==> config.mk <==
export PLATFORM = sky130hd
export DESIGN_NAME = instr_fetch_rom
export DESIGN_NICKNAME = d
export VERILOG_FILES = /design/src/rtl/instr_fetch_rom.sv
export SDC_FILE = /design/constraint.sdc
export NUM_CORES = 1
export LEC_CHECK = 0
export ABC_AREA = 1
export CAP_MARGIN = 30
export CORE_UTILIZATION = 40
export DETAILED_ROUTE_END_ITERATION = 7
export HOLD_SLACK_MARGIN = 0.06
export PLACE_DENSITY = 0.6
export SYNTH_ARGS = -nofsm -noshare
export SYNTH_HDL_FRONTEND = slang
export SYNTH_SLANG_ARGS = --single-unit
==> constraint.sdc <==
create_clock -name clk -period 9.6 [get_ports clk]
set_input_delay 1.44 -clock clk [delete_from_list [all_inputs] [get_ports clk]]
set_output_delay 1.44 -clock clk [all_outputs]
set_load 0.02 [all_outputs]
==> src/rtl/instr_fetch_rom.sv <==
// Loadable instruction store with a built-in program counter and a
// valid/ready fetch handshake. The program is written through the load port
// while idle or halted; start streams it out from address 0, honouring jumps,
// halting at the end of the program and flagging jumps past its end.
module instr_fetch_rom #(
    parameter int unsigned DATA_W = 8,
    parameter int unsigned ADDR_W = 5
) (
    input  logic              clk,
    input  logic              clear,
    input  logic              load_en,
    input  logic [ADDR_W-1:0] load_addr,
    input  logic [DATA_W-1:0] load_data,
    input  logic              start,
    input  logic              ready,
    input  logic              jump,
    input  logic [ADDR_W-1:0] jump_addr,
    output logic [DATA_W-1:0] instruction,
    output logic [ADDR_W-1:0] pc,
    output logic              valid,
    output logic              busy,
    output logic              fault
);

    localparam int unsigned DEPTH = 2 ** ADDR_W;
    localparam int unsigned LEN_W = ADDR_W + 1;

    typedef enum logic [1:0] {
        IDLE = 2'd0,
        RUN  = 2'd1,
        HALT = 2'd2
    } state_t;

    state_t             state;
    logic [DATA_W-1:0]  mem [DEPTH];
    logic [LEN_W-1:0]   prog_len;

    logic               load_ok_c;
    logic               start_ok_c;
    logic               accept_c;
    logic [LEN_W-1:0]   target_c;
    logic               target_in_c;

    // Qualify load/start/handshake and compute the next fetch address without wrap.
    always_comb begin
        load_ok_c   = 1'b0;
        start_ok_c  = 1'b0;
        accept_c    = 1'b0;
        target_c    = '0;
        target_in_c = 1'b0;

        load_ok_c   = load_en && (state != RUN);
        start_ok_c  = start && !load_en && (state != RUN) && (prog_len != '0);
        accept_c    = (state == RUN) && valid && ready;
        target_c    = jump ? {1'b0, jump_addr} : ({1'b0, pc} + LEN_W'(1));
        target_in_c = (target_c < prog_len);
    end

    // Program memory: cleared on reset, writable only outside RUN.
    always_ff @(posedge clk or posedge clear) begin
        if (clear) begin
            for (int i = 0; i < int'(DEPTH); i++) begin
                mem[i] <= '0;
            end
        end else if (load_ok_c) begin
            mem[load_addr] <= load_data;
        end
    end

    // Program length grows to cover the highest address written so far.
    always_ff @(posedge clk or posedge clear) begin
        if (clear) begin
            prog_len <= '0;
        end else if (load_ok_c && ({1'b0, load_addr} >= prog_len)) begin
            prog_len <= {1'b0, load_addr} + LEN_W'(1);
        end
    end

    // Fetch sequencer: IDLE/HALT accept start, RUN issues one word per handshake.
    always_ff @(posedge clk or posedge clear) begin
        if (clear) begin
            state       <= IDLE;
            instruction <= '0;
            pc          <= '0;
            valid       <= 1'b0;
            busy        <= 1'b0;
            fault       <= 1'b0;
        end else begin
            case (state)
                IDLE, HALT: begin
                    if (start_ok_c) begin
                        state       <= RUN;
                        pc          <= '0;
                        instruction <= mem[0];
                        valid       <= 1'b1;
                        busy        <= 1'b1;
                        fault       <= 1'b0;
                    end
                end
                RUN: begin
                    if (accept_c) begin
                        if (target_in_c) begin
                            pc          <= target_c[ADDR_W-1:0];
                            instruction <= mem[target_c[ADDR_W-1:0]];
                        end else begin
                            state <= HALT;
                            valid <= 1'b0;
                            busy  <= 1'b0;
                            if (jump) begin
                                fault <= 1'b1;
                            end
                        end
                    end
                end
                default: begin
                    state <= IDLE;
                    valid <= 1'b0;
                    busy  <= 1'b0;
                end
            endcase
        end
    end

endmodule

# Word level (Yosys, flattened, before mapping)
# Index checks and enable logic that the tools add are counted.
[classes] reduce_logical=16 order_cmp=5 bitwise_logic=2 addsub=2 n_eq_ne=8 n_mux=28
[op_table] op="256-bit bitwise mux" n=1
[op_table] op="8-bit 2-to-1 mux" n=6
[op_table] op="8-bit binary-select mux with 5-bit select" n=1
[op_table] op="8-bit demux with 5-bit select" n=1
[op_table] op="8-bit one-hot mux with 2 select lines" n=1
[op_table] op="5-bit 2-to-1 mux" n=3
[op_table] op="5-bit by 1-bit adder with 6-bit output, second input constant" n=2
[op_table] op="6-bit >= comparator, second input constant" n=2
[op_table] op="5-bit NOT with 6-bit output" n=2
[op_table] op="2-bit != test, second input constant" n=5
[op_table] op="5-bit one-hot mux with 2 select lines" n=1
[op_table] op="1-bit logical AND" n=8
[op_table] op="1-bit 2-to-1 mux" n=7
[op_table] op="5-bit by 6-bit >= comparator with 1-bit output" n=1
[op_table] op="6-bit by 1-bit less-than comparator with 1-bit output, second input constant" n=1
[op_table] op="6-bit less-than comparator" n=1
[op_table] op="2-bit 2-to-1 mux" n=3
[op_table] op="6-bit 2-to-1 mux" n=1
[op_table] op="6-bit nonzero test" n=1
[op_table] op="5-bit AND reduction" n=1
[op_table] op="1-bit one-hot mux with 2 select lines" n=2
[op_table] op="2-bit one-hot mux with 2 select lines" n=1
[op_table] op="4-bit AND reduction" n=1
[op_table] op="3-bit AND reduction" n=1
[op_table] op="7 further kinds" n=7
[totals] output_inout_bits=16 inputBits=24 register_bits=279

# Longest topological paths before layout
# Gate-level depths: netlist of run 1.
[logic_depth] word_depth=9 mapped_depth=17

# Worst setup path before layout of run 1
# OpenSTA, ideal clock, no wires.
[synth_path] path_kind="in2reg" start="input jump" end="register instruction[3]" stages=16 slack_ns=6.239 setup_ns=0.113 t_required_ns=9.487 arrival_ns=3.248 cell_sequence="buf_4 a21oi_1 nand2_1 nand2_1 buf_2 ha_1 a21oi_1 o21a_1 nand3_1 nand2_1 nand2_2 inv_2 buf_4 or2_1 nand2_1 inv_1"
[synth_via] elab_chain_cells=8 word_cells_on_any_way=11
[synth_rtl] element="start: declaration" line="16" rtl="input logic jump,"
[synth_rtl] element="6-bit 2-to-1 mux *" line="55" rtl="target_c = jump ? {1'b0, jump_addr} : ({1'b0, pc} + LEN_W'(1));"
[synth_rtl] element="5-bit NOT with 6-bit output (implied by the code)" line="104" rtl="instruction <= mem[target_c[ADDR_W-1:0]];"
[synth_rtl] element="8-bit binary-select mux with 5-bit select" line="104"
[synth_rtl] element="8-bit 2-to-1 mux (implied by the code) (2 in a row)" line="104"
[synth_rtl] element="8-bit 2-to-1 mux" line="102" rtl="if (target_in_c) begin"
[synth_rtl] element="8-bit 2-to-1 mux" line="101" rtl="if (accept_c) begin"
[synth_rtl] element="8-bit one-hot mux with 2 select lines" line="89" rtl="case (state)"
[synth_rtl] element="end signal: assignment" line="94" rtl="instruction <= mem[0];"
[synth_rtl] element="end signal: assignment" line="104"
[synth_rtl] element="end: declaration" line="18" rtl="output logic [DATA_W-1:0] instruction,"
# Mark *: on every way between the ends. The rest lies on a longest branch, timed or not. The select of a mux whose other input is x is not followed.
# A chain may end at the register's enable or synchronous reset.

# Final worst setup path of run 1
[layout_path] start="input jump" end="register instruction[2]"
# Same word-level chain as after synthesis.

==> metrics.md, run 1 <==
| Metric | Value |
|---|---|
| Outcome | finished, final reports clean |
| CTS root buf | clkbuf_16 |
| CP Data Required Time | 10.05 ns |
| Crit start category | primary input |
| Largest net degree at the start of global routing | 156 |
| Total track usage | 23.6% |
| Max cap viols | 0 |
| H-tree levels | 1 |
| Setup Skew | 0.0234 ns |
| Inserted Diodes | 0 |
| CP Data Arrival Time | 5.18 ns |
| Worst setup path category | primary input to register |
| Layout area overhead | 11.6% |
| Initial antenna violation count | 1 |
| Clk pwr share | 47.3% |
| Worst-case reg-to-reg path depth | 13 |
| Rel. slew slack | 30.7% |
| Layout Utilization | 45.6% |
| Total power | 2.63 mW |
| Vias | 12,100 |
| Final-report setup violation count | 0 |
| Yosys reg bits | 279 |
| FMAX | 0.211 GHz |
| Leak Pwr | 7.61 nW |
| Worst r2r src | pc[0] |
| CTS Sinks | 279 |
| First-pass GRT wire length | 67,000 um |
| Top cells by area, synth | dfrtp_1 (49%), nand2_1 (15%), nand3_1 (9.6%) |
| Synth top area share | 49.0% |
| DRC | 0 |
| Mapped Area | 14,200 um^2 |
| Clk buf depth | 3 |
| IO Port Bufs | 39 |
| Drt pass-1 iters | 5 |
| R2R Path End | instruction[2] |
| DR iter-0 viols | 1,133 |
| Unrepaired setup endpoints after global routing | no |
| Overflow after GRT | 0 |
| Nets | 1,934 |
| Initial Util | 40.9% |
| Crit-path most repeated cell | nand2_1 |
| Final Max Tran Viols | 0 |
| Hold Slack | 0.486 ns |
| Row count | 68 |
| CTS Buf Count | 30 |
| Post-CTS Resized | 0 |
| Synth Net Count | 1,958 |
| Die ar. | 36,400 um^2 |
| Clk_lat worst skew | 0.57 ns |
| CP max-delay cell | buf_4 |
| Cells along the critical path | clkdlybuf4s50_1 -> inv_2 -> nand2_2 -> nand2_4 -> buf_4 -> nand2_1 -> nand3_1 -> nand3_1 -> nand3_1 -> nand2_1 -> nand2_1 -> nand2_1 -> nor2_1 -> nor2_1 |
| Switching Fraction | 24.7% |
| DR WL/cell | 17.4 um |
| Area leader, netlist | dfrtp_1 |
| Launch point of the worst hold path | mem[132] |
| CP peak stage delay | 0.75 ns |
| Int Pwr | 1.98 mW |
| Yosys warns | 0 |
| Post-synthesis sequential area ratio | 49.0% |
| CP Capture Type | register |
| Synth Flop Type | dfrtp_1 |
| Critical Path Source | jump |
| End of the critical path | instruction[2] |
| Worst hold-check path type | register to register |
| Share of cells above drive strength 1 | 5.21% |
| Hold-fix buffers, CTS | 0 |
| Avg Cell Area, Syn | 7.42 um^2 |
| CTS tree | done |
| Post-synthesis cell count | 1,919 |
| Setup bufs post-CTS | 0 |
| Switching Power | 651 uW |
| WL final | 41,200 um |
| Post-synth cell types | 31 |
| Core Footprint | 34,800 um^2 |
| Worst slew pin tran | 1.04 ns |
| Peak VDD IR | 139 uV |
| Logic pwr share | 7.6% |
| Die Span Y | 191 um |
| Final Cycle Share | 49.3% |
| Synth async-reset ratio | 100% |
| Fin crit period | 4.73 ns |
| Die width | 191 um |
| Number of enable flip-flop cells after synthesis | 0 |
| Boundary pin count | 40 |
| Power per cell area | 166 nW/um^2 |
| Worst-path clk slew | 0.06 ns |
| Vias in the first global route | 11,900 |
| Gpl congestion | 0.876 |
| Hold Fails Final Rpt | 0 |
| Seq pwr share | 45.1% |
| R2R setup slack | 6.21 ns |
| Vias per cell | 5.11 |
| TNS Setup | 0 ns |
| Antenna Nets Post-Route | 0 |
| Dpl hpwl | 25,500 um |
| CP max FO | 70 |
power by group through the flow:
| stage | registers (mW) | logic (mW) | clock network (mW) |
|---|---|---|---|
| 2_1_floorplan | 1.21 | 0.127 | 0 |
| 3_3_place_gp | 1.21 | 0.198 | 0 |
| 3_5_place_dp | 1.21 | 0.198 | 0 |
| 4_1_cts | 1.19 | 0.199 | 1.26 |
| 5_1_grt | 1.19 | 0.220 | 1.31 |
| 6_report | 1.19 | 0.200 | 1.24 |
critical path, delay by kind of cell:
kind | cells | cell delay [ns]
buf+inv | 3 | 1.72
simple gates | 11 | 1.97
cells in the final DEF (no fill, tap or decap), types with 5 or more instances in the layout:
| cell type | n |
|---|---|
| nand2_1 | 571 |
| clkbuf_8 | 7 |
| o21ai_0 | 270 |
| inv_1 | 295 |
| clkbuf_16 | 31 |
| nor3_1 | 5 |
| buf_4 | 15 |
| nor2_1 | 51 |
| dfrtp_1 | 279 |
| a21oi_1 | 7 |
| clkdlybuf4s50_1 | 39 |
| inv_2 | 6 |
| nand3_1 | 272 |
| nor2_2 | 7 |
| ha_1 | 15 |
| clkinv_2 | 12 |
state kept, by name (all words and copies together) (netlist names):
register,cells
mem,256
instruction,8
prog_len,6
pc,5
state,2
busy,1
fault,1
worst min-delay path by stage:
stage               endpoint  slack, ns  cells after the start
CTS                   mem[5]       0.49                      2
floorplan             mem[0]       0.45                      2
detailed placement    mem[5]       0.47                      2
global route          mem[5]       0.51                      2
finish              mem[132]       0.49                      2
global placement    mem[129]       0.47                      2
synth_stat cells (3+ instances only):
library cell,count
a21oi_1,7
buf_1,6
buf_2,53
buf_4,21
clkbuf_1,30
dfrtp_1,279
ha_1,15
inv_1,296
inv_2,6
nand2_1,572
nand2_2,3
nand3_1,272
nor2_1,51
nor2_2,7
nor3_1,5
o21ai_0,270
or2_1,4
or2_2,4
kinds of logic (layout without fill, tap and decap cells):
family,after synthesis,count (layout),synth area share (%)
buf+inv,414,414,12.0
flops,279,279,49.0
fa+ha+maj,15,15,1.32
compound gates,286,286,10.3
simple gates,924,924,27.3
xor+xnor,1,1,0.0615
area by class of cell:
type                       count  area (um^2)
tap                          455          569
multi-input combinational   1226         5580
clock buffer                  39          876
clock inverter                17          188
sequential                   279         6980
inverter                     302         1140
timing repair buffer          56          551
fill                        3476        18900
per-layer routing:
layer  wire length, um  GRT usage, %  up-vias
li1                  -             -     5933
met1             19100          33.6     5821
met2             18400          36.8      303
met3              2480          4.05       76
met4              1180          6.43        2
met5                13             0        -
metrics by stage:
stage	cell area (um^2)	setup WS [ns]	instances
2_1_floorplan	14200	0.466	1919
3_3_place_gp	14800	4.40	2316
3_5_place_dp	14800	4.32	2316
4_1_cts	15800	4.88	2372
5_1_grt	15900	4.58	2374
6_report	15900	4.87	2374
No activity file was read; power rests on OpenSTA's default activity.
==> run 2: changes to the inputs <==
==> constraint.sdc (replaced) <==
create_clock -name clk -period 4 [get_ports clk]
set_input_delay 0.6 -clock clk [delete_from_list [all_inputs] [get_ports clk]]
set_output_delay 0.6 -clock clk [all_outputs]
set_load 0.02 [all_outputs]
==> run 2 against run 1 <==
Utilization is 0.91 points higher. First-iteration DRC count is 5.8% higher. Register-to-register slack worse by 5.1 ns. Critical path type unchanged. Sequential share of layout area is 0.86 points lower. Total power is 150% higher.
==> metrics.md, run 2 (synthesized netlist as in run 1, its figures left out) <==
| Metric | Value |
|---|---|
| Hold Fails Final Rpt | 0 (unchanged) |
| Overflow after GRT | 0 (unchanged) |
| TNS Setup | 0 ns (unchanged) |
| IO Port Bufs | 39 (unchanged) |
| Final-report setup violation count | 0 (unchanged) |
| DRC | 0 (unchanged) |
| DR iter-0 viols | 1,199 (+5.8%) |
| WL final | 41,200 um (about the same) |
| Unrepaired setup endpoints after global routing | no |
| Peak VDD IR | 313 uV (+130%) |
| Die Span Y | 191 um (unchanged) |
| Worst setup path category | primary input to register |
| Total power | 6.46 mW (+150%) |
| Number of fill cells | 3,458 (-0.52%) |
| Layout area overhead | 13.8% |
| Gpl congestion | 0.871 (-0.57%) |
| FMAX | 0.333 GHz |
| Vias per cell | 5.11 (about the same) |
| Die ar. | 36,400 um^2 (unchanged) |
| CTS Sinks | 279 (unchanged) |
| Setup bufs post-CTS | 0 (unchanged) |
| Final Max Tran Viols | 0 (unchanged) |
| Worst hold-check path type | register to register |
| Core Footprint | 34,800 um^2 (unchanged) |
| Inserted Diodes | 0 (unchanged) |
| Max reg flops | 256 (unchanged) |
| CTS tree | done |
| Drt pass-1 iters | 5 (unchanged) |
| First-pass GRT wire length | 66,200 um (-1.2%) |
| CP Capture Type | register |
| Post-CTS Resized | 0 (unchanged) |
| Total track usage | 23.5% (about the same) |
| Outcome | finished, final reports clean |
| Worst-path clk slew | 0.06 ns (about the same) |
| Leak Pwr | 7.78 nW (+2.2%) |
| Fin crit period | 3.00 ns |
| Final Cycle Share | 75.0% |
| Vias | 12,300 (+1.1%) |
| DR WL/cell | 17.2 um (-1.1%) |
| Crit start category | primary input |
| Nets | 1,963 (+1.5%) |
| Die width | 191 um (unchanged) |
| CP Data Arrival Time | 3.41 ns (-1.77 ns) |
| Vias in the first global route | 11,800 (-1.2%) |
| Hold Slack | 0.484 ns (-0.00228 ns) |
| Clk buf depth | 3 (unchanged) |
| H-tree levels | 2 (+1) |
| Regs by FF count | mem x256, instruction x8, prog_len x6 |
| CP Data Required Time | 4.41 ns (-5.64 ns) |
| Clk_lat worst skew | 0.51 ns (-0.06 ns) |
| Most common cell after layout, fill and taps aside | nand2_1 |
| Antenna Nets Post-Route | 0 (unchanged) |
| Power per cell area | 399 nW/um^2 (+140%) |
| CTS Buf Count | 35 (+17%) |
| Dpl hpwl | 26,800 um (+4.8%) |
| Share of cells above drive strength 1 | 6.27% (+1.1 points) |
| Setup Skew | 0.0160 ns (-0.00738 ns) |
| Initial Util | 40.9% (unchanged) |
| CP max FO | 18 (-74%) |
| Row count | 68 (unchanged) |
| Initial antenna violation count | 0 (-1) |
| Boundary pin count | 40 (unchanged) |
| CTS root buf | clkbuf_16 |
| Hold-fix buffers, CTS | 0 (unchanged) |
| Most frequent cells in the layout | nand2_1 (571), inv_1 (295), dfrtp_1 (279) |
| R2R setup slack | 1.10 ns (-5.11 ns) |
| Biggest register | mem |
| Largest net degree at the start of global routing | 79 (-49%) |
| Max cap viols | 0 (unchanged) |
| Rel. slew slack | 32.4% (+1.7 points) |
| Worst slew pin tran | 1.01 ns (-0.0255 ns) |
## run 2: cell count changes in the layout (fill, tap and decap cells not counted), moves of 3 or more
| cell | delta |
|---|---|
| clkbuf_1 | +6 |
| buf_12 | +7 |
| bufinv_16 | -3 |
| clkbuf_16 | +6 |
| clkinv_2 | -6 |
| buf_4 | +17 |
## run 2: final cells by class
type	instances	area [um^2]	area share, %
Clock inverter	9	80.1	0.494
Clock buffer	51	1050	6.47
Sequential cell	279	6980	43.1
Inverter	302	1140	7.02
Multi-Input combinational cell	1226	5580	34.4
Timing Repair Buffer	80	806	4.97
Tap cell	455	569	3.51
## run 2: metal layers
metal	wire length, um	track usage [%]	vias to the layer above
li1	-	-	5991
met5	0	0	-
met3	2670	2.93	70
met1	18900	34.1	5803
met4	1100	7.17	0
met2	18600	36.6	402
## run 2: critical path, stage by stage
cell             delay, ns
clkdlybuf4s50_1       0.72
o21ai_4               0.67
ha_1                  0.26
inv_1                 0.04
nand2_1               0.05
nand2_1               0.04
nand3_1               0.10
nand2_1               0.08
nand2_2               0.24
inv_2                 0.16
or2_2                 0.31
nand2_1               0.08
inv_1                 0.05
## run 2: metrics by stage
stage / std cells / area, um^2 / utilization, % / setup slack [ns]
after global placement: 2341 / 15100 / 43.3 / 0.545
after detailed placement: 2342 / 15100 / 43.3 / 0.517
final: 2402 / 16200 / 46.6 / 1.00
after global routing: 2402 / 16200 / 46.6 / 0.835
after CTS: 2402 / 16200 / 46.6 / 1.07
after floorplan: 1919 / 14200 / - / -0.293
## run 2: path summary, 6_finish.rpt
path / start / end / cells after the start
min in group asynchronous: clear / mem[102] / 2
setup reg to reg: pc[0] / instruction[1] / 14
hold reg to reg: mem[20] / mem[20] / 2
max in group asynchronous: clear / mem[37] / 3
hold / removal: mem[20] / mem[20] / 2
setup / recovery: jump / instruction[1] / 13
## run 2: power by group
| part | switching, mW | total, mW | internal, mW |
|---|---|---|---|
| Combinational | 0.372 | 0.508 | 0.136 |
| Sequential | 0.00639 | 2.85 | 2.85 |
| Clock | 1.22 | 3.10 | 1.88 |
| Total | 1.60 | 6.46 | 4.86 |
